<file path="src/rtl/fsm_trace_pkg.sv">
// Shared widths and entry layout for the FSM trace buffer.
package fsm_trace_pkg;

  localparam int unsigned StateWidth = 4;
  localparam int unsigned DwellWidth = 8;
  localparam int unsigned Depth      = 8;
  localparam int unsigned DropWidth  = 8;

  typedef struct packed {
    logic [StateWidth-1:0] from_state;
    logic [StateWidth-1:0] to_state;
    logic [DwellWidth-1:0] dwell;
  } fsm_trace_entry_t;

endpackage

</file>
<file path="src/rtl/fsm_trace_fifo.sv">
// Synchronous first-word-fall-through FIFO; a push while full and not popping is ignored.
module fsm_trace_fifo #(
  parameter int unsigned DEPTH = 8,
  parameter int unsigned WIDTH = 16
) (
  input  logic                     clk,
  input  logic                     rst,
  input  logic                     push,
  input  logic                     pop,
  input  logic [WIDTH-1:0]         wdata,
  output logic [WIDTH-1:0]         rdata,
  output logic                     full,
  output logic                     empty,
  output logic [$clog2(DEPTH):0]   level
);

  localparam int unsigned PtrW = $clog2(DEPTH);

  logic [WIDTH-1:0] mem_q [DEPTH];
  logic [PtrW-1:0]  rd_ptr_q, wr_ptr_q;
  logic [PtrW:0]    count_q;
  logic             do_push, do_pop;

  assign empty   = (count_q == '0);
  assign full    = (count_q == (PtrW+1)'(DEPTH));
  assign level   = count_q;
  assign do_pop  = pop & ~empty;
  // A pop in the same cycle frees the slot a full-FIFO push needs.
  assign do_push = push & (~full | do_pop);
  // Head data reads as zero while empty so idle outputs stay clean.
  assign rdata   = empty ? '0 : mem_q[rd_ptr_q];

  always_ff @(posedge clk) begin
    if (do_push && !rst) begin
      mem_q[wr_ptr_q] <= wdata;
    end
  end

  always_ff @(posedge clk) begin
    if (rst) begin
      rd_ptr_q <= '0;
      wr_ptr_q <= '0;
      count_q  <= '0;
    end else begin
      if (do_push) wr_ptr_q <= wr_ptr_q + PtrW'(1);
      if (do_pop)  rd_ptr_q <= rd_ptr_q + PtrW'(1);
      case ({do_push, do_pop})
        2'b10:   count_q <= count_q + (PtrW+1)'(1);
        2'b01:   count_q <= count_q - (PtrW+1)'(1);
        default: count_q <= count_q;
      endcase
    end
  end

endmodule

</file>
<file path="src/rtl/fsm_trace_buffer.sv">
// Observes an FSM state bus and logs {from, to, dwell} per transition into a FWFT FIFO;
// entries arriving while full are dropped and counted, never stalling the observed FSM.
module fsm_trace_buffer
  import fsm_trace_pkg::*;
#(
  parameter int unsigned STATE_WIDTH = StateWidth,
  parameter int unsigned DWELL_WIDTH = DwellWidth,
  parameter int unsigned DEPTH       = Depth
) (
  input  logic                     clock_port,
  input  logic                     reset_port,
  input  logic                     enable,
  input  logic [STATE_WIDTH-1:0]   state,
  output logic                     entry_valid,
  input  logic                     entry_ready,
  output logic [STATE_WIDTH-1:0]   entry_from,
  output logic [STATE_WIDTH-1:0]   entry_to,
  output logic [DWELL_WIDTH-1:0]   entry_dwell,
  output logic [$clog2(DEPTH):0]   fill_level,
  output logic                     overflow,
  output logic [DropWidth-1:0]     drop_count,
  input  logic                     clear_overflow
);

  localparam int unsigned EntryWidth = 2 * STATE_WIDTH + DWELL_WIDTH;

  logic                   primed_q;
  logic [STATE_WIDTH-1:0] last_q;
  logic [DWELL_WIDTH-1:0] dwell_q;
  logic                   overflow_q;
  logic [DropWidth-1:0]   drop_q;

  logic                   changed, push, pop, full, empty, drop;
  logic [EntryWidth-1:0]  head;

  assign changed = (state != last_q);
  assign push    = ~reset_port & enable & primed_q & changed;
  assign pop     = ~empty & entry_ready;
  assign drop    = push & full & ~pop;

  always_ff @(posedge clock_port) begin
    if (reset_port) begin
      primed_q <= 1'b0;
      last_q   <= '0;
      dwell_q  <= '0;
    end else if (enable) begin
      if (!primed_q || changed) begin
        primed_q <= 1'b1;
        last_q   <= state;
        dwell_q  <= DWELL_WIDTH'(1);
      end else if (dwell_q != '1) begin
        dwell_q  <= dwell_q + DWELL_WIDTH'(1);
      end
    end
  end

  // A drop coinciding with a clear restarts the count at one rather than zero.
  always_ff @(posedge clock_port) begin
    if (reset_port) begin
      overflow_q <= 1'b0;
      drop_q     <= '0;
    end else if (drop) begin
      overflow_q <= 1'b1;
      if (clear_overflow)   drop_q <= DropWidth'(1);
      else if (drop_q != '1) drop_q <= drop_q + DropWidth'(1);
    end else if (clear_overflow) begin
      overflow_q <= 1'b0;
      drop_q     <= '0;
    end
  end

  fsm_trace_fifo #(
    .DEPTH (DEPTH),
    .WIDTH (EntryWidth)
  ) u_fifo (
    .clk   (clock_port),
    .rst   (reset_port),
    .push  (push),
    .pop   (pop),
    .wdata ({last_q, state, dwell_q}),
    .rdata (head),
    .full  (full),
    .empty (empty),
    .level (fill_level)
  );

  assign entry_valid = ~empty;
  assign entry_from  = head[EntryWidth-1 -: STATE_WIDTH];
  assign entry_to    = head[DWELL_WIDTH +: STATE_WIDTH];
  assign entry_dwell = head[DWELL_WIDTH-1:0];
  assign overflow    = overflow_q;
  assign drop_count  = drop_q;

endmodule

</file>
<file path="config.mk">
export PLATFORM = sky130hd
export DESIGN_NAME = fsm_trace_buffer
export DESIGN_NICKNAME = d
export VERILOG_FILES = /design/src/rtl/fsm_trace_pkg.sv /design/src/rtl/fsm_trace_fifo.sv /design/src/rtl/fsm_trace_buffer.sv
export SDC_FILE = /design/constraint.sdc
export NUM_CORES = 1
export LEC_CHECK = 0
export ABC_CLOCK_PERIOD_IN_PS = 3900
export BUFFER_PORTS_ARGS = -buffer_cell sky130_fd_sc_hd__buf_2
export CAP_MARGIN = 20
export CORE_UTILIZATION = 30
export CTS_CLUSTER_DIAMETER = 60
export DETAILED_ROUTE_END_ITERATION = 12
export HOLD_SLACK_MARGIN = 0.08
export PLACE_DENSITY = 0.53
export SLEW_MARGIN = 40
export SYNTH_ARGS = -nofsm -noshare
export SYNTH_HDL_FRONTEND = slang
export SYNTH_SLANG_ARGS = --single-unit
</file>
<file path="constraint.sdc">
create_clock -name clock_port -period 3.9 [get_ports clock_port]
set_input_delay 0.39 -clock clock_port [delete_from_list [all_inputs] [get_ports clock_port]]
set_output_delay 0.39 -clock clock_port [all_outputs]
set_load 0.02 [all_outputs]
</file>
# After elaboration in Yosys (flattened, before gate mapping)

Memory sizes are Yosys's and may differ from the RTL's. A register that Yosys moved wholly into a read port is not among the register bits.
Index checks and enable logic that the tools add are counted.
Widths: inputs -> output; s select.

Bits in registers: 32
Memory bits (writable): 128
Bits of input ports: 9
Output and inout port bits: 30
Logic and storage cells: 60
Memories: 1

Add/subtract/negate cells: 6
Equal/unequal tests: 6
Multiplexer cells: 14
Bitwise operators: 13
Reductions and logical operators: 12

Memories:

| name         | depth | bits a word | rd ports | clocked after Yosys merged registers in | write ports | RTL line             | text |
|---|---|---|---|---|---|---|---|
| u_fifo.mem_q | 8     | 16          | 1        | 1                                       | 1           | fsm_trace_fifo.sv:19 | `logic [WIDTH-1:0] mem_q [DEPTH];` |

Operators by type and width:

| kind                | number |
|---|---|
| $mux 8              | 6 |
| $add 8x1->8 const B | 2 |
| $mux 16             | 1 |
| $ne 8x8->1 const B  | 2 |
| $and 1x1->1         | 8 |
| $pmux 4 s2          | 1 |
| $reduce_bool 2->1   | 4 |
| $add 3x1->3 const B | 2 |
| $mux 3              | 2 |
| $reduce_and 2->1    | 3 |
| $add 4x1->4 const B | 1 |
| $eq 4x4->1 const B  | 1 |
| $logic_not 4->1     | 1 |
| $mux 1              | 4 |
| $ne 4x4->1          | 1 |
| $not 1->1           | 4 |
| $sub 4x1->4 const B | 1 |
| $eq 2x1->1 const B  | 1 |
| $eq 2x2->1 const B  | 1 |
| $logic_not 1->1     | 2 |
| $logic_and 1x1->1   | 1 |
| $logic_or 1x1->1    | 1 |
| $or 1x1->1          | 1 |

# Longest topological paths before layout

Gate-level depths: netlist of the first run.

Depth in word-level cells: 9
Mapped depth: 12
Depth with buffers taken out: 11

# Modules after synthesis

A second synthesis of the first run with hierarchy kept.

Cells, all modules: 423
Area total of the unflattened synthesis: 6752.7 um^2

Modules (own cells, without submodules):

| module           | instances | cells an instance | area an instance (um^2) |
|---|---|---|---|
| fsm_trace_fifo   | 1         | 287               | 5582.9 |
| fsm_trace_buffer | 1         | 136               | 1169.9 |

# Least setup slack after synthesis of the first run

No wires, ideal clock.

Path kind: register to register
Start point: register u_fifo.count_q[1] (netlist: u_fifo.level[1])
End point: memory u_fifo.mem_q[0][0] (enable)
Setup time: 430 ps
Data arrival time: 2933 ps
Data required time: 3470 ps
Slack: 536 ps
Cell stages (with the launch flop): 7
Period minus slack after synthesis: 3364 ps
Cell sequence: dfxtp_1 > buf_6 > nor3_4 > nand3b_2 > nor3b_1 > nand2b_1 > nor4_1

Longest elaborated chain between the ends: 9
Elaborated cells on any way between the ends: 11
Those cells by class: 1 x eq/ne; 2 x mux; 6 x bitwise; 2 x reduce/logical

RTL lines:

| what                             | RTL line                                     | text |
|---|---|---|
| start, declared                  | fsm_trace_fifo.sv:21                         | `logic [PtrW:0] count_q;` |
| start signal, assigned           | fsm_trace_fifo.sv:48                         | `2'b10: count_q <= count_q + (PtrW+1)'(1);` |
| start signal, assigned           | fsm_trace_fifo.sv:49                         | `2'b01: count_q <= count_q - (PtrW+1)'(1);` |
| start signal, assigned           | fsm_trace_fifo.sv:50                         | `default: count_q <= count_q;` |
| $logic_not 4->1                  | fsm_trace_fifo.sv:24                         | `assign empty = (count_q == '0);` |
| $not 1->1                        | fsm_trace_fifo.sv:27, fsm_trace_buffer.sv:38 |  |
| $and 1x1->1                      | fsm_trace_buffer.sv:38                       | `assign pop = ~empty & entry_ready;` |
| $and 1x1->1                      | fsm_trace_fifo.sv:27                         | `assign do_pop = pop & ~empty;` |
| $or 1x1->1 (*)                   | fsm_trace_fifo.sv:29                         | `assign do_push = push & (~full \| do_pop);` |
| $and 1x1->1 (*)                  | fsm_trace_fifo.sv:29                         |  |
| $logic_and 1x1->1 (*)            | fsm_trace_fifo.sv:34                         | `if (do_push && !rst) begin` |
| $mux 1 (*)                       | fsm_trace_fifo.sv:34                         |  |
| $mux 1 (implied by the code) (*) | fsm_trace_fifo.sv:35                         | `mem_q[wr_ptr_q] <= wdata;` |
| end, declared                    | fsm_trace_fifo.sv:19                         |  |

Mark *: on every way between the ends. The rest lies on a longest branch, timed or not.

# Worst setup path in the final report of the first run

Start point: register last_q[0]
End point: register u_fifo.count_q[2] (netlist: u_fifo.level[2])

Longest elaborated chain between the ends: 5
Elaborated cells on any way between the ends: 7
Those cells by class: 3 x eq/ne; 1 x mux; 2 x bitwise; 1 x reduce/logical

RTL lines:

| what                                            | RTL line               | text |
|---|---|---|
| start, declared                                 | fsm_trace_buffer.sv:28 | `logic [STATE_WIDTH-1:0] last_q;` |
| start signal, assigned                          | fsm_trace_buffer.sv:49 | `last_q <= state;` |
| $ne 4x4->1 (*)                                  | fsm_trace_buffer.sv:36 | `assign changed = (state != last_q);` |
| $and 1x1->1 (*)                                 | fsm_trace_buffer.sv:37 | `assign push = ~reset_port & enable & primed_q & changed;` |
| $and 1x1->1 (*)                                 | fsm_trace_fifo.sv:29   |  |
| $eq 2x1->1 or $eq 2x2->1 (tied branches)        | fsm_trace_fifo.sv:47   | `case ({do_push, do_pop})` |
| $pmux 4 s2 or $reduce_bool 2->1 (tied branches) | -                      |  |

Marks and branches as above.
A chain may end at the register's enable or synchronous reset.

==> summary.txt, run 1 <==
Outcome
  – Run status: finished, final reports clean

Worst setup path
  – Worst reg2reg setup slack: roughly 900 ps
  – Req. time, crit path: 4250 ps
  – Capturing point of the worst reg2reg path: u_fifo.level[2]
  – R2R cell count: 12
  – Maximum fanout along the worst path: 10
  – WS Path Type: reg2reg
  – CP endpoint kind: flop
  – Crit path launch type: flop
  – Arrival time of the worst setup path: 3370 ps
  – CP startpoint: last_q[0]
  – Crit Reg-Reg Startpoint: last_q[0]

Placement
  – Dpl cell area: 7210 sq um
  – RePlAce Congestion: 0.770
  – I/O Buffers: 38
  – Post-DP HPWL: 8040 microns
  – Worst slack at placement: 808 ps

Synth
  – Simple logic cell fraction of the synthesized area: 0.0934
  – Post-synth EDFFs: 128
  – Most area-consuming cells after synthesis: edfxtp_1, mux4_2, dfxtp_1, mux2i_1, nor2_1
  – #FFs+latches synth: 163
  – Largest family of logic cells by synthesized area: multiplexers
  – Synth Area in Adders: 0.0133
  – Warnings, synthesis: 0
  – Syn_area_per_cell: 16.2 sq um
  – Sequential area share after synthesis: 0.688
  – Share of the synthesized area in the top cell type: 0.582
  – Most used DFF post-synth: edfxtp_1
  – Syn Std Cell Area: 6600 sq um
  – Mux cell area share after synthesis: 0.150
  – Post-synth top area cell: edfxtp_1
  – Compound-Gate Fraction of Synth Area: 0.0248
  – Post-Synth XOR/XNOR Area: 0.0172
  – Synthesized net count: 424
  – Synth async-reset ratio: 0
  – Post-synthesis cell type count: 43
  – Cells after synthesis: 408

Hold path
  – Hold Crit Endpoint: drop_count[2]
  – Hold Path Depth: 3
  – HP Class: in2reg
  – Hold path start: clear_overflow

Timing
  – RSZ-0062 raised after global routing: no
  – Final Hold Viols: 0
  – Worst Tran Pin Value: around 760 ps
  – Hold WS: 282 ps
  – Fin crit share: 0.773
  – Tmin final: just over 3000 ps
  – Setup violations, final: 0
  – Clock skew: 7.66 ps
  – Final count of pins violating max slew: 0
  – Worst rel slew slack: 0.487
  – Setup_tns: 0 ps
  – Max frequency: ~0.33 GHz
  – Final worst setup slack: 885 ps

Clock tree
  – Worst-path clk slew: ~60 ps
  – CTS H-tree lvls: 4
  – Sink Count: 163
  – Clock Latency Late Sink: 420 ps
  – CTS root buf: clkbuf_16
  – Post-CTS Setup Inserts: 0
  – CTS tree: yes
  – CTS resizes: 0
  – Post-CTS Hold Buffers: 0
  – TritonCTS Buffers: 17
  – Clk buf depth: 2

Detailed routing
  – Vias per Instance: 4.85
  – Wire per inst: 17.7 microns
  – DRT Pass-1 Iters: 5
  – Final wirelength: 13300 microns
  – Remaining DRCs: 0
  – Via Count: 3635
  – Detail Route Antenna Nets: 0
  – DR iter-0 viols: 204

Cells and area
  – # fillers: 2028
  – Register area: 4550 sq um
  – Diode count: 0
  – Synth-to-Final Area Change: 18.0%
  – Area of the multi-input gates: 2000 sq um
  – Core Util, Final: 0.366
  – Layout cells sized above 1: 0.266
  – Post-route cell area: 7790 sq um
  – Final #Nets: between 400 and 500

Floorplan
  – Die X: about 150 microns
  – Num rows: 53
  – Initial Util: 0.310
  – I/O pin count: 39
  – Die area: 22600 sq um
  – Die height: roughly 150 microns
  – Core area: around 21000 sq um

Global route
  – First-pass GRT wire length: 20700 microns
  – GRT Total Usage: 0.128
  – Largest net degree at the start of global routing: 33
  – Antenna violations before repair: 0
  – Vias in the first global route: 3795
  – Grt total ovfl: 0

Pwr
  – Max VDD drop: 0.396 mV
  – Power Dens Cells: 552 nW/um^2
  – Static leakage: 0.00264 uW

Run
  – Max Cap Viol: 0
stage by stage:
stage | power, uW | cells
global placement | 2710 | 717
floorplan | 2480 | 408
CTS | 4370 | 749
detailed placement | 2720 | 717
global route | 4480 | 749
finish | 4300 | 749
area by class of cell:
type | instances | area share
Tap cell | 275 | 0.0441
Timing Repair Buffer | 52 | 0.0395
Clock buffer | 20 | 0.0586
Multi-Input combinational cell | 225 | 0.257
Inverter | 2 | 0.000963
Clock inverter | 12 | 0.0165
Sequential cell | 163 | 0.583
layer usage:
layer	vias to the layer above	routed length [microns]	global-route usage
met4	0	167	0.0455
met2	68	6460	0.212
met3	18	538	0.0358
li1	1688	-	-
met1	1861	6110	0.159
met5	-	0	0
cell usage in the layout, fill, tap and decap left out, types with 4 or more instances in the layout:
master,count
or3_1,4
ha_1,7
nand3_1,6
nor3_1,4
mux2i_1,27
clkbuf_16,17
dfxtp_1,34
xnor2_1,5
a21oi_1,10
xor2_1,8
buf_4,13
o21ai_0,6
nand2_1,20
and3_1,5
nor2b_1,4
buf_2,38
a21o_1,4
nor2_1,47
mux4_2,32
edfxtp_1,128
power breakdown:
group	switching, uW	internal [uW]
logic	387	312
registers	77.1	1890
clock network	663	977
total	1130	3180
flip-flops by register name, indices dropped and copies added (netlist names), named ones only:
| signal | count |
|---|---|
| u_fifo.level | 4 |
| u_fifo.wr_ptr_q | 3 |
| drop_count | 8 |
| u_fifo.rd_ptr_q | 3 |
| last_q | 4 |
| u_fifo.mem_q | 128 |
| dwell_q | 8 |
| primed_q | 1 |
| overflow | 1 |
worst max-delay path by stage:
stage	endpoint
floorplan	u_fifo.mem_q[0][0]
global placement	u_fifo.level[2]
detailed placement	u_fifo.level[2]
CTS	u_fifo.level[2]
global route	u_fifo.level[2]
finish	u_fifo.level[2]
worst max-delay path, stage by stage, from the launching register on:
cell and delay [ps]:
dfxtp_1 500, xor2_1 210, nor4_2 70, buf_4 180, nor3b_1 460, inv_1 190
ha_1 290, xor2_1 170, ha_1 200, a21oi_1 140, xor2_1 90, or3_1 300
a21oi_1 140
cells by family (layout without fill, tap and decap cells):
family	count (synthesis)	after routing
AOI/OAI and AO/OA	27	27
adders and majority gates	7	7
and+or+nand+nor	119	119
DFF	163	163
buffers and inverters	20	86
xor gates and xnor gates	13	13
muxes	59	59
cell usage after synthesis (all sizes together) (5+ instances only):
master	count
edfxtp	128
nor2	47
dfxtp	35
mux4	32
mux2i	27
nand2	20
clkbuf	11
a21oi	10
xor2	8
buf	7
ha	7
nor3	7
nand3	6
o21ai	6
and3	5
nor4	5
xnor2	5
Note: power is estimated with default switching activity, not from simulation.
==> run 2: changes to the inputs <==
- ABC_CLOCK_PERIOD_IN_PS: 3900 -> 2450
- PLACE_DENSITY: 0.53 -> 0.55
- clock period: 3.9 -> 2.45 ns (I/O delays scaled with it)
==> run 2 against run 1 <==
Against the previous run:
- fmax grew 32%
- first-iteration DRC count shrank 26%
- non-clock buffer count grew 13
- critical endpoint unchanged
- highest routed layer unchanged
- die area is the same
==> summary.txt, run 2 (synthesized netlist as in run 1, its figures left out) <==
Floorplan
  – Num rows: 53
  – Die area: ~23000 sq um
  – Initial Util: 0.310
  – I/O pin count: 39
  – Die X: 150 microns
  – Die height: 150 microns
  – Core area: 21300 sq um

Pwr
  – Psw: 1800 uW
  – Power Dens Cells: 859 nW/um^2
  – Clock Power Share: 0.381
  – Power Internal: 5150 uW
  – Combinational Power Share: 0.178
  – Pwr Total: 6950 uW
  – Max VDD drop: 0.470 mV
  – Sw Ratio: 0.259
  – Static leakage: 0.00273 uW
  – Seq pwr share: 0.440

Placement
  – I/O Buffers: 38
  – Post-DP HPWL: just under 8000 microns
  – RePlAce Congestion: 0.754

Global route
  – Largest net degree at the start of global routing: 33
  – GRT Total Usage: 0.127
  – Grt total ovfl: 0
  – Vias in the first global route: 3778
  – First-pass GRT wire length: 20600 microns
  – Antenna violations before repair: 0

Clock tree
  – Clock Latency Late Sink: 430 ps
  – Worst-path clk slew: about 70 ps
  – CTS H-tree lvls: 4
  – Clk buf depth: 2
  – TritonCTS Buffers: 17
  – CTS root buf: clkbuf_16
  – Post-CTS Setup Inserts: 0
  – CTS tree: yes
  – Sink Count: approximately 160

Cells and area
  – Core Util, Final: 0.380
  – Commonest non-fill, non-tap cell in the layout: edfxtp_1
  – Diode count: 0
  – Most flop-heavy register: u_fifo.mem_q
  – Final #Nets: 490
  – Layout cells sized above 1: 0.309
  – # fillers: around 2.0k
  – Max FFs per register: 128
  – Commonest cells after routing, fill and taps aside: edfxtp_1, nor2_1, buf_2
  – Synth-to-Final Area Change: 22.5%

Hold path
  – HP Class: in2reg

Worst setup path
  – Req. time, crit path: around 2800 ps
  – Arrival time of the worst setup path: roughly 2600 ps
  – WS Path Type: reg2reg
  – Maximum fanout along the worst path: 5
  – CP endpoint kind: flop
  – Crit path launch type: flop

Detailed routing
  – DR iter-0 viols: 151
  – Wire per inst: 17.6 microns
  – Vias per Instance: between 4 and 5
  – Detail Route Antenna Nets: 0
  – Remaining DRCs: 0
  – Final wirelength: between 10000 and 15000 microns
  – Via Count: 3675
  – DRT Pass-1 Iters: 4

Timing
  – RSZ-0062 raised after global routing: no
  – Worst Tran Pin Value: about 560 ps
  – Final count of pins violating max slew: 0
  – Tmin final: 2280 ps
  – Max frequency: 0.438 GHz
  – Setup violations, final: 0
  – Final Hold Viols: 0
  – Worst rel slew slack: 0.624
  – Fin crit share: 0.931
  – Setup_tns: 0 ps
  – Clock skew: 13.2 ps

Run
  – Max Cap Viol: 0

Outcome
  – Run status: finished, final reports clean
## run 2: repair_timing
| item | CTS | global route |
|---|---|---|
| resized for setup | 0 | 1 |
| setup endpoints to repair | 0 | 1 |
| hold buffers | 0 | 0 |
## run 2: final cells by class
class / instances / area [sq um] / area share
timing repair buffer: 65 / 518 / 0.0640
tap: 275 / 344 / 0.0425
clock buffer: 19 / 433 / 0.0535
sequential: 163 / 4550 / 0.563
multi-input combinational: 225 / 2080 / 0.257
clock inverter: 12 / 155 / 0.0192
inverter: 2 / 7.51 / 0.000928
## run 2: routing by layer
layer | up-vias | global-route usage | routed length [microns]
met5 | - | 0 | 0
li1 | 1711 | - | -
met3 | 9 | 0.0342 | 448
met4 | 0 | 0.0455 | 116
met2 | 67 | 0.207 | 6430
met1 | 1888 | 0.160 | 6430
## run 2: worst max-delay path, stage by stage (launching register included)
cell and delay (ps):
dfxtp_2 330, xor2_1 180, nor4_4 390, nor3b_2 100
inv_2 90, ha_4 160, xor2_1 150, ha_2 190
a21oi_2 40, xor2_1 140, or3_1 300, a21oi_1 140
## run 2: metrics by stage
step                      hold slack [ps]  cells  area [sq um]  setup slack (ps)
after detailed placement              444    730          7500              27.6
after global placement                436    730          7500              63.0
after global routing                  150    761          8090              15.1
final                                 155    761          8090               169
after CTS                             137    761          8090              72.8
after floorplan                       344    408          6720              -129
## run 2: final timing paths
path              startpoint                 end  slack [ps]  cells after the start
setup / recovery   last_q[3]     u_fifo.level[2]         170                     11
hold / removal      state[1]  u_fifo.mem_q[7][9]         150                      1
setup reg to reg   last_q[3]     u_fifo.level[2]         170                     11
hold reg to reg     overflow            overflow         460                      1
## run 2: power groups by stage
stage	Clock, uW	Sequential (uW)	Combinational (uW)
CTS	2710	3060	1280
global placement	0	3120	1250
finish	2650	3060	1240
detailed placement	0	3120	1270
floorplan	0	3120	890
global route	2830	3070	1350
